===== config.mk =====
export PLATFORM = sky130hd
export DESIGN_NAME = delta_seq_flat
export DESIGN_NICKNAME = d
export VERILOG_FILES = /design/src/rtl/delta_seq_pkg.sv /design/src/rtl/delta_seq_if.sv /design/src/rtl/delta_seq_fxp_mul.sv /design/src/rtl/delta_seq.sv /design/src/flat_wrapper.sv
export SDC_FILE = /design/constraint.sdc
export NUM_CORES = 2
export LEC_CHECK = 0
export BUFFER_PORTS_ARGS = -buffer_cell sky130_fd_sc_hd__buf_2
export CAP_MARGIN = 30
export CORE_MARGIN = 3
export CORE_UTILIZATION = 30
export DETAILED_ROUTE_END_ITERATION = 12
export SYNTH_ARGS = -nofsm -noshare
export SYNTH_HDL_FRONTEND = slang
export SYNTH_SLANG_ARGS = --single-unit

===== constraint.sdc =====
create_clock -name clk -period 62.3 [get_ports clk]
set_input_delay 12.46 -clock clk [delete_from_list [all_inputs] [get_ports clk]]
set_output_delay 12.46 -clock clk [all_outputs]
set_load 0.05 [all_outputs]

===== src/rtl/delta_seq_pkg.sv =====
// Shared definitions for the time-multiplexed backprop delta engine: FSM encoding,
// fixed-point constants and the run latency.
package delta_seq_pkg;

  localparam int unsigned DefNHlP  = 3;
  localparam int unsigned DefNOut  = 2;
  localparam int unsigned DefWidth = 32;
  localparam int unsigned DefFrac  = 24;

  localparam logic [DefWidth-1:0] FxpOne = 32'(1) << DefFrac;

  typedef enum logic [2:0] {
    StIdle,
    StLoad,
    StOut,
    StHid,
    StDone
  } state_e;

  // Edges from start acceptance until the DONE cycle.
  function automatic int unsigned latency(input int unsigned n_out, input int unsigned n_hl_p);
    return 1 + 3 * n_out + n_hl_p * (n_out + 2);
  endfunction

endpackage


===== src/rtl/delta_seq_if.sv =====
// Start/done handshake plus flattened operand and result buses of delta_seq.
interface delta_seq_if
  import delta_seq_pkg::*;
#(
  parameter int unsigned N_HL_P = DefNHlP,
  parameter int unsigned N_OUT  = DefNOut,
  parameter int unsigned WIDTH  = DefWidth
);

  logic                              i_start;
  logic [N_HL_P*WIDTH-1:0]           i_hd_a;
  logic [N_OUT*N_HL_P*WIDTH-1:0]     i_out_w;
  logic [N_OUT*WIDTH-1:0]            i_out_a;
  logic [N_OUT*WIDTH-1:0]            i_t;
  logic                              o_busy;
  logic                              o_done;
  logic [N_OUT*WIDTH-1:0]            o_cost;
  logic [N_OUT*WIDTH-1:0]            o_dlto;
  logic [N_HL_P*WIDTH-1:0]           o_dlth;

  modport master (
    output i_start, i_hd_a, i_out_w, i_out_a, i_t,
    input  o_busy, o_done, o_cost, o_dlto, o_dlth
  );

  modport slave (
    input  i_start, i_hd_a, i_out_w, i_out_a, i_t,
    output o_busy, o_done, o_cost, o_dlto, o_dlth
  );

endinterface


===== src/rtl/delta_seq_fxp_mul.sv =====
// Combinational signed fixed-point multiply: full product, arithmetic shift by FRAC, truncate.
module fxp_mul #(
  parameter int unsigned WIDTH = 32,
  parameter int unsigned FRAC  = 24
) (
  input  logic [WIDTH-1:0] a_i,
  input  logic [WIDTH-1:0] b_i,
  output logic [WIDTH-1:0] p_o,
  output logic [WIDTH-1:0] p_half_o
);

  logic signed [2*WIDTH-1:0] full;
  logic                      unused_full;

  assign full = $signed({{WIDTH{a_i[WIDTH-1]}}, a_i}) * $signed({{WIDTH{b_i[WIDTH-1]}}, b_i});

  // Slicing the full product is the shift-then-truncate; p_half_o serves the cost term.
  assign p_o      = full[FRAC +: WIDTH];
  assign p_half_o = full[FRAC+1 +: WIDTH];

  assign unused_full = ^{full[FRAC-1:0], full[2*WIDTH-1:FRAC+WIDTH+1]};

endmodule


===== src/rtl/delta_seq.sv =====
// Backprop delta engine: output costs/deltas then hidden deltas, all through one multiplier.
module delta_seq
  import delta_seq_pkg::*;
#(
  parameter int unsigned N_HL_P = DefNHlP,
  parameter int unsigned N_OUT  = DefNOut,
  parameter int unsigned WIDTH  = DefWidth,
  parameter int unsigned FRAC   = DefFrac
) (
  input  logic        clk,
  input  logic        rst,
  delta_seq_if.slave  bus
);

  localparam int unsigned KW = (N_OUT > 1) ? $clog2(N_OUT) : 1;
  localparam int unsigned JW = (N_HL_P > 1) ? $clog2(N_HL_P) : 1;
  localparam int unsigned SW = $clog2(N_OUT + 2);

  localparam logic [WIDTH-1:0] One      = WIDTH'(1) << FRAC;
  localparam logic [KW-1:0]    KLast    = KW'(N_OUT - 1);
  localparam logic [JW-1:0]    JLast    = JW'(N_HL_P - 1);
  localparam logic [SW-1:0]    StepAa   = SW'(N_OUT);
  localparam logic [SW-1:0]    StepLast = SW'(N_OUT + 1);

  state_e state_q, state_d;

  logic [KW-1:0] k_q;
  logic [JW-1:0] j_q;
  logic [SW-1:0] step_q;

  logic [WIDTH-1:0] a_hd_q  [N_HL_P];
  logic [WIDTH-1:0] w_q     [N_OUT][N_HL_P];
  logic [WIDTH-1:0] a_out_q [N_OUT];
  logic [WIDTH-1:0] t_q     [N_OUT];
  logic [WIDTH-1:0] err_q   [N_OUT];

  logic [WIDTH-1:0] tmp_q;
  logic [WIDTH-1:0] acc_q;
  logic [WIDTH-1:0] cost_q  [N_OUT];
  logic [WIDTH-1:0] dlto_q  [N_OUT];
  logic [WIDTH-1:0] dlth_q  [N_HL_P];

  logic [WIDTH-1:0] mul_a, mul_b, mul_p, mul_p_half;

  fxp_mul #(
    .WIDTH (WIDTH),
    .FRAC  (FRAC)
  ) u_mul (
    .a_i      (mul_a),
    .b_i      (mul_b),
    .p_o      (mul_p),
    .p_half_o (mul_p_half)
  );

  // FSM state register
  always_ff @(posedge clk) begin
    if (rst) begin
      state_q <= StIdle;
    end else begin
      state_q <= state_d;
    end
  end

  // FSM next state
  always_comb begin
    state_d = state_q;
    unique case (state_q)
      StIdle: if (bus.i_start) state_d = StLoad;
      StLoad: state_d = StOut;
      StOut:  if (step_q == SW'(2) && k_q == KLast) state_d = StHid;
      StHid:  if (step_q == StepLast && j_q == JLast) state_d = StDone;
      StDone: state_d = StIdle;
      default: state_d = StIdle;
    endcase
  end

  // FSM outputs
  always_comb begin
    bus.o_busy = 1'b0;
    bus.o_done = 1'b0;
    unique case (state_q)
      StLoad, StOut, StHid: bus.o_busy = 1'b1;
      StDone:               bus.o_done = 1'b1;
      default: ;
    endcase
  end

  // Shared multiplier operand select
  always_comb begin
    mul_a = '0;
    mul_b = '0;
    case (state_q)
      StOut: begin
        if (step_q == SW'(0)) begin
          mul_a = err_q[k_q];
          mul_b = err_q[k_q];
        end else if (step_q == SW'(1)) begin
          mul_a = a_out_q[k_q];
          mul_b = One - a_out_q[k_q];
        end else begin
          mul_a = err_q[k_q];
          mul_b = tmp_q;
        end
      end
      StHid: begin
        if (step_q < StepAa) begin
          mul_a = w_q[step_q[KW-1:0]][j_q];
          mul_b = dlto_q[step_q[KW-1:0]];
        end else if (step_q == StepAa) begin
          mul_a = a_hd_q[j_q];
          mul_b = One - a_hd_q[j_q];
        end else begin
          mul_a = acc_q;
          mul_b = tmp_q;
        end
      end
      default: ;
    endcase
  end

  // Operand capture at start acceptance; errors formed in LOAD
  always_ff @(posedge clk) begin
    if (state_q == StIdle && bus.i_start) begin
      for (int unsigned kk = 0; kk < N_OUT; kk++) begin
        a_out_q[kk] <= bus.i_out_a[kk*WIDTH +: WIDTH];
        t_q[kk]     <= bus.i_t[kk*WIDTH +: WIDTH];
        for (int unsigned jj = 0; jj < N_HL_P; jj++) begin
          w_q[kk][jj] <= bus.i_out_w[(kk*N_HL_P+jj)*WIDTH +: WIDTH];
        end
      end
      for (int unsigned jj = 0; jj < N_HL_P; jj++) begin
        a_hd_q[jj] <= bus.i_hd_a[jj*WIDTH +: WIDTH];
      end
    end
    if (state_q == StLoad) begin
      for (int unsigned kk = 0; kk < N_OUT; kk++) begin
        err_q[kk] <= a_out_q[kk] - t_q[kk];
      end
    end
  end

  // Counters, accumulator and result registers
  always_ff @(posedge clk) begin
    if (rst) begin
      k_q    <= '0;
      j_q    <= '0;
      step_q <= '0;
      tmp_q  <= '0;
      acc_q  <= '0;
      for (int unsigned kk = 0; kk < N_OUT; kk++) begin
        cost_q[kk] <= '0;
        dlto_q[kk] <= '0;
      end
      for (int unsigned jj = 0; jj < N_HL_P; jj++) begin
        dlth_q[jj] <= '0;
      end
    end else begin
      unique case (state_q)
        StIdle, StLoad, StDone: begin
          k_q    <= '0;
          j_q    <= '0;
          step_q <= '0;
          acc_q  <= '0;
        end
        StOut: begin
          if (step_q == SW'(0)) begin
            cost_q[k_q] <= mul_p_half;
            step_q      <= step_q + SW'(1);
          end else if (step_q == SW'(1)) begin
            tmp_q  <= mul_p;
            step_q <= step_q + SW'(1);
          end else begin
            dlto_q[k_q] <= mul_p;
            step_q      <= '0;
            k_q         <= (k_q == KLast) ? '0 : k_q + KW'(1);
          end
        end
        StHid: begin
          if (step_q < StepAa) begin
            acc_q  <= acc_q + mul_p;
            step_q <= step_q + SW'(1);
          end else if (step_q == StepAa) begin
            tmp_q  <= mul_p;
            step_q <= step_q + SW'(1);
          end else begin
            dlth_q[j_q] <= mul_p;
            acc_q       <= '0;
            step_q      <= '0;
            j_q         <= (j_q == JLast) ? '0 : j_q + JW'(1);
          end
        end
        default: ;
      endcase
    end
  end

  for (genvar gk = 0; gk < N_OUT; gk++) begin : g_out
    assign bus.o_cost[gk*WIDTH +: WIDTH] = cost_q[gk];
    assign bus.o_dlto[gk*WIDTH +: WIDTH] = dlto_q[gk];
  end

  for (genvar gj = 0; gj < N_HL_P; gj++) begin : g_hid
    assign bus.o_dlth[gj*WIDTH +: WIDTH] = dlth_q[gj];
  end

endmodule


===== src/flat_wrapper.sv =====
// flat-port wrapper written by rule: the top's interface ports become plain ports
module delta_seq_flat import delta_seq_pkg::*;
#(
  parameter int unsigned N_HL_P = DefNHlP,
  parameter int unsigned N_OUT  = DefNOut,
  parameter int unsigned WIDTH  = DefWidth,
  parameter int unsigned FRAC   = DefFrac
)
  (clk, rst, bus_i_start, bus_i_hd_a, bus_i_out_w, bus_i_out_a, bus_i_t, bus_o_busy, bus_o_done, bus_o_cost, bus_o_dlto, bus_o_dlth);
  delta_seq_if #(.N_HL_P(N_HL_P), .N_OUT(N_OUT), .WIDTH(WIDTH)) bus_i ();
  input  logic clk;
  input  logic rst;
  input wire logic [$bits(bus_i.i_start)-1:0] bus_i_start;
  input wire logic [$bits(bus_i.i_hd_a)-1:0] bus_i_hd_a;
  input wire logic [$bits(bus_i.i_out_w)-1:0] bus_i_out_w;
  input wire logic [$bits(bus_i.i_out_a)-1:0] bus_i_out_a;
  input wire logic [$bits(bus_i.i_t)-1:0] bus_i_t;
  output wire logic [$bits(bus_i.o_busy)-1:0] bus_o_busy;
  output wire logic [$bits(bus_i.o_done)-1:0] bus_o_done;
  output wire logic [$bits(bus_i.o_cost)-1:0] bus_o_cost;
  output wire logic [$bits(bus_i.o_dlto)-1:0] bus_o_dlto;
  output wire logic [$bits(bus_i.o_dlth)-1:0] bus_o_dlth;
  assign bus_i.i_start = bus_i_start;
  assign bus_i.i_hd_a = bus_i_hd_a;
  assign bus_i.i_out_w = bus_i_out_w;
  assign bus_i.i_out_a = bus_i_out_a;
  assign bus_i.i_t = bus_i_t;
  assign bus_o_busy = bus_i.o_busy;
  assign bus_o_done = bus_i.o_done;
  assign bus_o_cost = bus_i.o_cost;
  assign bus_o_dlto = bus_i.o_dlto;
  assign bus_o_dlth = bus_i.o_dlth;
  delta_seq #(.N_HL_P(N_HL_P), .N_OUT(N_OUT), .WIDTH(WIDTH), .FRAC(FRAC)) u_core (.clk(clk), .rst(rst), .bus(bus_i));
endmodule

Word-level counts from Yosys, hierarchy flattened:

Memory sizes are Yosys's and may differ from the RTL's. A register that Yosys moved wholly into a read port is not among the register bits.
Cells that the tools add are included.
Widths: inputs -> output; s select.

* add/subtract/negate cells: 8
* multiply operators: 1
* magnitude comparators: 2
* equality and inequality tests: 18
* muxes and demuxes: 79
* bitwise operators: 1
* reduce and logical (&&, ||, !) cells: 19

Operator list (count)
* $mux 32: 19
* $pmux 32 s2: 4
* $reduce_or 32->1: 3
* $bmux 32 s2: 1
* $sub 25x32->32 const A: 2
* $sub 32x32->32: 2
* $mul 32x32->57: 1
* $mux 1: 38
* $add 32x32->32: 1
* $mux 2: 10
* $pmux 3 s4: 1
* $ne 2x2->1 const B: 5
* $mux 3: 3
* $reduce_and 3->1: 3
* $ne 2x1->1 const B: 4
* $eq 2x2->1 const B: 3
* $eq 3x2->1 const B: 2
* $pmux 2 s3: 1
* $reduce_bool 2->1: 3
* $reduce_or 3->1: 2
* $reduce_and 5->1: 1
* $add 2x1->2 const B: 2
* $pmux 2 s2: 1
* $eq 3x1->1 const B: 1
* other kinds (13): 15

* flip-flop bits (word level): 72
* bits in writable memories: 704
* bits of input ports: 419
* output and inout bits: 226
* word-level logic and storage cells: 142
* memories kept: 8

Memory list
* u_core.w_q: depth 2, bits a word 96, read ports 1, clocked after Yosys merged registers in 1, write ports 2, RTL line delta_seq.sv:32 `logic [WIDTH-1:0] w_q [N_OUT][N_HL_P];`
* u_core.a_hd_q: depth 3, bits a word 32, read ports 1, clocked after Yosys merged registers in 1, write ports 3, RTL line delta_seq.sv:31 `logic [WIDTH-1:0] a_hd_q [N_HL_P];`
* u_core.dlth_q: depth 3, bits a word 32, read ports 3, clocked after Yosys merged registers in 0, write ports 3, RTL line delta_seq.sv:41 `logic [WIDTH-1:0] dlth_q [N_HL_P];`
* u_core.a_out_q: depth 2, bits a word 32, read ports 3, clocked after Yosys merged registers in 1, write ports 2, RTL line delta_seq.sv:33 `logic [WIDTH-1:0] a_out_q [N_OUT];`
* u_core.cost_q: depth 2, bits a word 32, read ports 2, clocked after Yosys merged registers in 0, write ports 2, RTL line delta_seq.sv:39 `logic [WIDTH-1:0] cost_q [N_OUT];`
* u_core.dlto_q: depth 2, bits a word 32, read ports 3, clocked after Yosys merged registers in 1, write ports 2, RTL line delta_seq.sv:40 `logic [WIDTH-1:0] dlto_q [N_OUT];`
* 2 more memories

Longest topological paths before layout:

* word-level depth: 10
* mapped depth: 58
* depth with buffers taken out: 55

Cells and area by module:

Synthesis repeated with hierarchy kept, for this count alone.

* cell total of the unflattened synthesis: 6601
* area total of the unflattened synthesis: 70687.8 um^2

Modules (own cells, without submodules)
* delta_seq: times used 1, cells an instance 3036, area an instance 37347.1 um^2, sequential area each 22661.7 um^2
* fxp_mul: times used 1, cells an instance 3565, area an instance 33340.7 um^2, sequential area each 0.0 um^2

Least setup slack after synthesis:

Ideal clock, no wire load.

* path type: input-to-reg
* from: in bus_i_start
* to: mem u_core.a_hd_q[0][0] (enable)
* setup time: 2355 ps
* arrival time: 53926 ps
* data required time: 59945 ps
* path slack: 6019 ps
* stages: 1
* buffers on the path: 0
* cell sequence: nor4b_1

RTL lines
* start: declaration: RTL line flat_wrapper.sv:13 `input wire logic [$bits(bus_i.i_start)-1:0] bus_i_start;`
* end: declaration: RTL line delta_seq.sv:31

==> summary.md <==
Power
- **part of the power in registers** 0.391
- **power dissipated by switching net loads** 0.551 mW
- **fraction of power consumed by the clock network** 0.334
- **share of total power consumed by net switching** 0.343
- **design internal power** 1.05 mW
- **power density over the cells** 20.0 mW/mm^2
- **portion of total power attributed to combinational logic** 0.274
- **worst IR drop on VDD** 0.0251 mV
- **leakage power total** 33.8 nW

STA
- **final critical-path share of the clock period** 0.239
- **final-layout setup total negative slack** 0 ns
- **slew at the pin closest to its max-slew limit** 1.26 ns
- **final worst path period need** 14.89 ns
- **final setup vio count** 0
- **Max transition margin** 0.158
- **setup repair after global routing missed its margin** false
- **worst clock skew on the final layout** 0.0669 ns
- **number of hold violations in the final report** 0
- **number of pins with negative max-slew slack in the final report** 0
- **fmax** 0.0671 GHz

Die
- **Die Outline Area** 0.238 mm^2
- **number of top-level pins** 645
- **Starting Density** 0.303
- **die extent in y** 488 um
- **number of core rows** 176
- **die outline width** 488 um
- **Floorplan Core Area** 0.231 mm^2

GRT
- **global-route wire length before repair** 382 mm
- **overall overflow remaining after global route** 0
- **via count of the first global-routing pass** 54,900
- **total routing resource utilization after global routing** 0.220
- **number of antenna violations at the first check in global routing** 29
- **maximum number of pins on one net before global-route repair** 197

Synthesis
- **synthesized area per cell** 10.5 um^2
- **most frequent cell after synthesis** inv_1
- **Yosys top cell area share** 0.303
- **number of standard cells after synthesis** 6,627
- **number of enable flip-flop cells after synthesis** 704
- **Cell Area, Synth** 0.0698 mm^2
- **Mapped Nets** 8,319
- **most frequent cells after synthesis** inv_1, fa_1, nand2_1, edfxtp_1, nor2_1
- **count of synthesis-stage warnings from yosys** 0
- **async set-reset flop share out of synthesis** 0
- **number of unique standard cell types used by synthesis** 90
- **post-synthesis register bit count** 780
- **leading area contributor after synthesis** edfxtp_1
- **prevailing post-synth register cell** edfxtp_1
- **part of the Yosys area used for sequential elements** 0.325
- **most area-consuming cells after synthesis** edfxtp_1, fa_1, inv_1

Place
- **placed wire-length estimate after detailed placement** 203 mm
- **GP Congestion** 0.979
- **total cell area at the placement stage** 0.0772 mm^2
- **count of port buffers added during placement** 644
- **number of placed instances, taps included** 10,100

Critical path
- **Top cell by count, worst path** fa_1
- **worst path arrival time** 15.49 ns
- **required time of the critical path** 62.90 ns
- **top fanout value on the critical path** 60
- **worst setup path class** flop to flop
- **critical path capture point type** flop
- **Worst Reg-to-Reg Cells** 50
- **reg2reg end** u_core.acc_q[29]
- **critical path startpoint category** flop
- **standard cell with the maximum stage delay on the critical path** dfxtp_4
- **biggest cell delay along the critical path** 0.85 ns
- **R2R Setup Slk** 47.41 ns

Worst hold path
- **hold path endpoint** u_core.acc_q[31]
- **min-delay src** u_core.acc_q[31]
- **worst hold path type** flop to flop
- **Hold Path Depth** 1

Clock tree
- **library cell used as clock root buffer** clkbuf_16
- **clock tree from TritonCTS** done
- **# Post-CTS Setup Buffers** 0
- **clock insertion delay at the later pin of the skew report** 0.72 ns
- **post_cts resized** 0
- **count of hold buffers inserted by post-cts repair** 0
- **largest buffer count on any clock path** 3
- **clock tree sinks** 780
- **total CTS buffers** 86
- **clock-pin slew reported for the worst setup and hold paths after clock tree synthesis** 0.07 ns
- **H-tree depth reported by CTS** 3

Detailed routing
- **iteration count of the initial detailed-routing pass** 6
- **detailed-route wire length per cell** 25.6 um
- **total number of vias** 52,500
- **Iteration-0 DRC Markers** 5,107
- **final wirelength** 263 mm
- **vias per cell** 5.11
- **DRC violation count after routing** 0
- **Detail Route Antenna Nets** 0

Layout
- **Net count, final** 8,873
- **post-route cell area** 0.0802 mm^2
- **final standard cell count with taps included and fillers excluded** 10,300
- **area growth from synthesis to layout** 15.0%
- **share of post-route cells with drive strength above 1** 0.157
- **filler cell count** 23,000

Run
- **max_cap viols** 0

Outcome
- **result of the run** finished, final reports clean

-- through the flow --
stage	utilization	setup WS, ns	power [mW]	hold slack, ns
after floorplan	-	6.02	0.903	0.448
after global placement	0.334	47.29	1.07	0.466
final	0.348	47.41	1.61	0.496
after global routing	0.348	46.46	1.67	0.525
after CTS	0.348	47.52	1.61	0.491
after detailed placement	0.335	47.21	1.08	0.475
-- sequential cells by signal, indices dropped and copies added (netlist names), named ones only --
name            count
u_core.t_q         64
u_core.dlto_q      64
u_core.w_q        192
u_core.k_q          1
u_core.a_out_q     64
u_core.tmp_q       32
u_core.a_hd_q      96
u_core.state_q      3
u_core.j_q          2
u_core.acc_q       32
u_core.step_q       2
u_core.cost_q      64
u_core.err_q       64
u_core.dlth_q      96
-- cell families (layout without fill, tap and decap cells) --
group / after synthesis / after routing / share of synthesized area
and+or+nand+nor: 1976 / 1976 / 0.125
buffers and inverters: 1445 / 2069 / 0.0789
adders and majority gates: 1273 / 1273 / 0.336
DFF: 780 / 780 / 0.325
AOI/OAI and AO/OA: 723 / 723 / 0.0681
muxes: 247 / 247 / 0.0441
xor gates and xnor gates: 183 / 183 / 0.0233
other: 0 / 8 / 0
-- layout make-up --
class                           count  area [um^2]  area share
Antenna cell                        8         20.0    0.000250
Clock inverter                     58          749     0.00934
Clock buffer                      100         2230      0.0277
Inverter                         1106         4150      0.0518
Sequential cell                   780        22700       0.283
Tap cell                         3026         3790      0.0472
Multi-Input combinational cell   4402        42100       0.525
Timing Repair Buffer              805         4480      0.0559
-- power by group through the flow --
stage / Clock (mW) / Sequential [mW] / Combinational (mW)
floorplan: 0 / 0.682 / 0.221
global placement: 0 / 0.639 / 0.429
detailed placement: 0 / 0.639 / 0.436
CTS: 0.546 / 0.629 / 0.437
global route: 0.569 / 0.630 / 0.468
finish: 0.537 / 0.629 / 0.440
-- worst max-delay path by stage --
stage,slack [ns],from,to
after detailed placement,47.21,bus_i_start,u_core.a_out_q[0][7]
after floorplan,6.02,bus_i_start,u_core.a_hd_q[0][0]
after global routing,46.46,flop,u_core.acc_q[29]
final,47.41,flop,u_core.acc_q[29]
after CTS,47.52,flop,u_core.acc_q[29]
after global placement,47.29,bus_i_start,u_core.a_out_q[0][6]
-- metal layers --
metal  up-vias  part of all wire  track usage
met5         -           0.00039            0
met4        18             0.068        0.123
met3       618             0.085       0.0421
met2      2644              0.47        0.359
met1     26900              0.38        0.273
li1      22400                 -            -
-- placed cells by master, fill, tap and decap left out, drive strengths merged, types with 13 or more instances in the layout --
cell type,instances
a22oi,20
o21ai,146
a21oi,196
a22o,24
mux2,48
and2,173
nor3b,17
nand2,948
nand2b,35
buf,805
ha,274
nor2,515
nor3,44
nor2b,106
nor4,19
clkbuf,100
xor2,56
o21a,35
o211ai,13
xnor2,126
a32o,17
o21bai,14
edfxtp,704
mux4,43
a31oi,30
clkinv,32
dfxtp,76
a211oi,36
a21boi,13
a21o,47
mux2i,156
fa,999
nand3,39
o31ai,20
nand4,16
a221oi,34
inv,1112
-- worst max-delay path, delay by kind of cell (launching register included) --
kind	cells	cell delay, ns
adder cells (fa/ha/maj)	11	4.88
AND/OR/NAND/NOR	13	2.96
XOR/XNOR	3	0.45
multiplexers	1	0.32
AO/OA/AOI/OAI	14	3.70
buffers and inverters	8	1.57
flip-flops	1	0.85
Note: power is estimated with default switching activity, not from simulation.
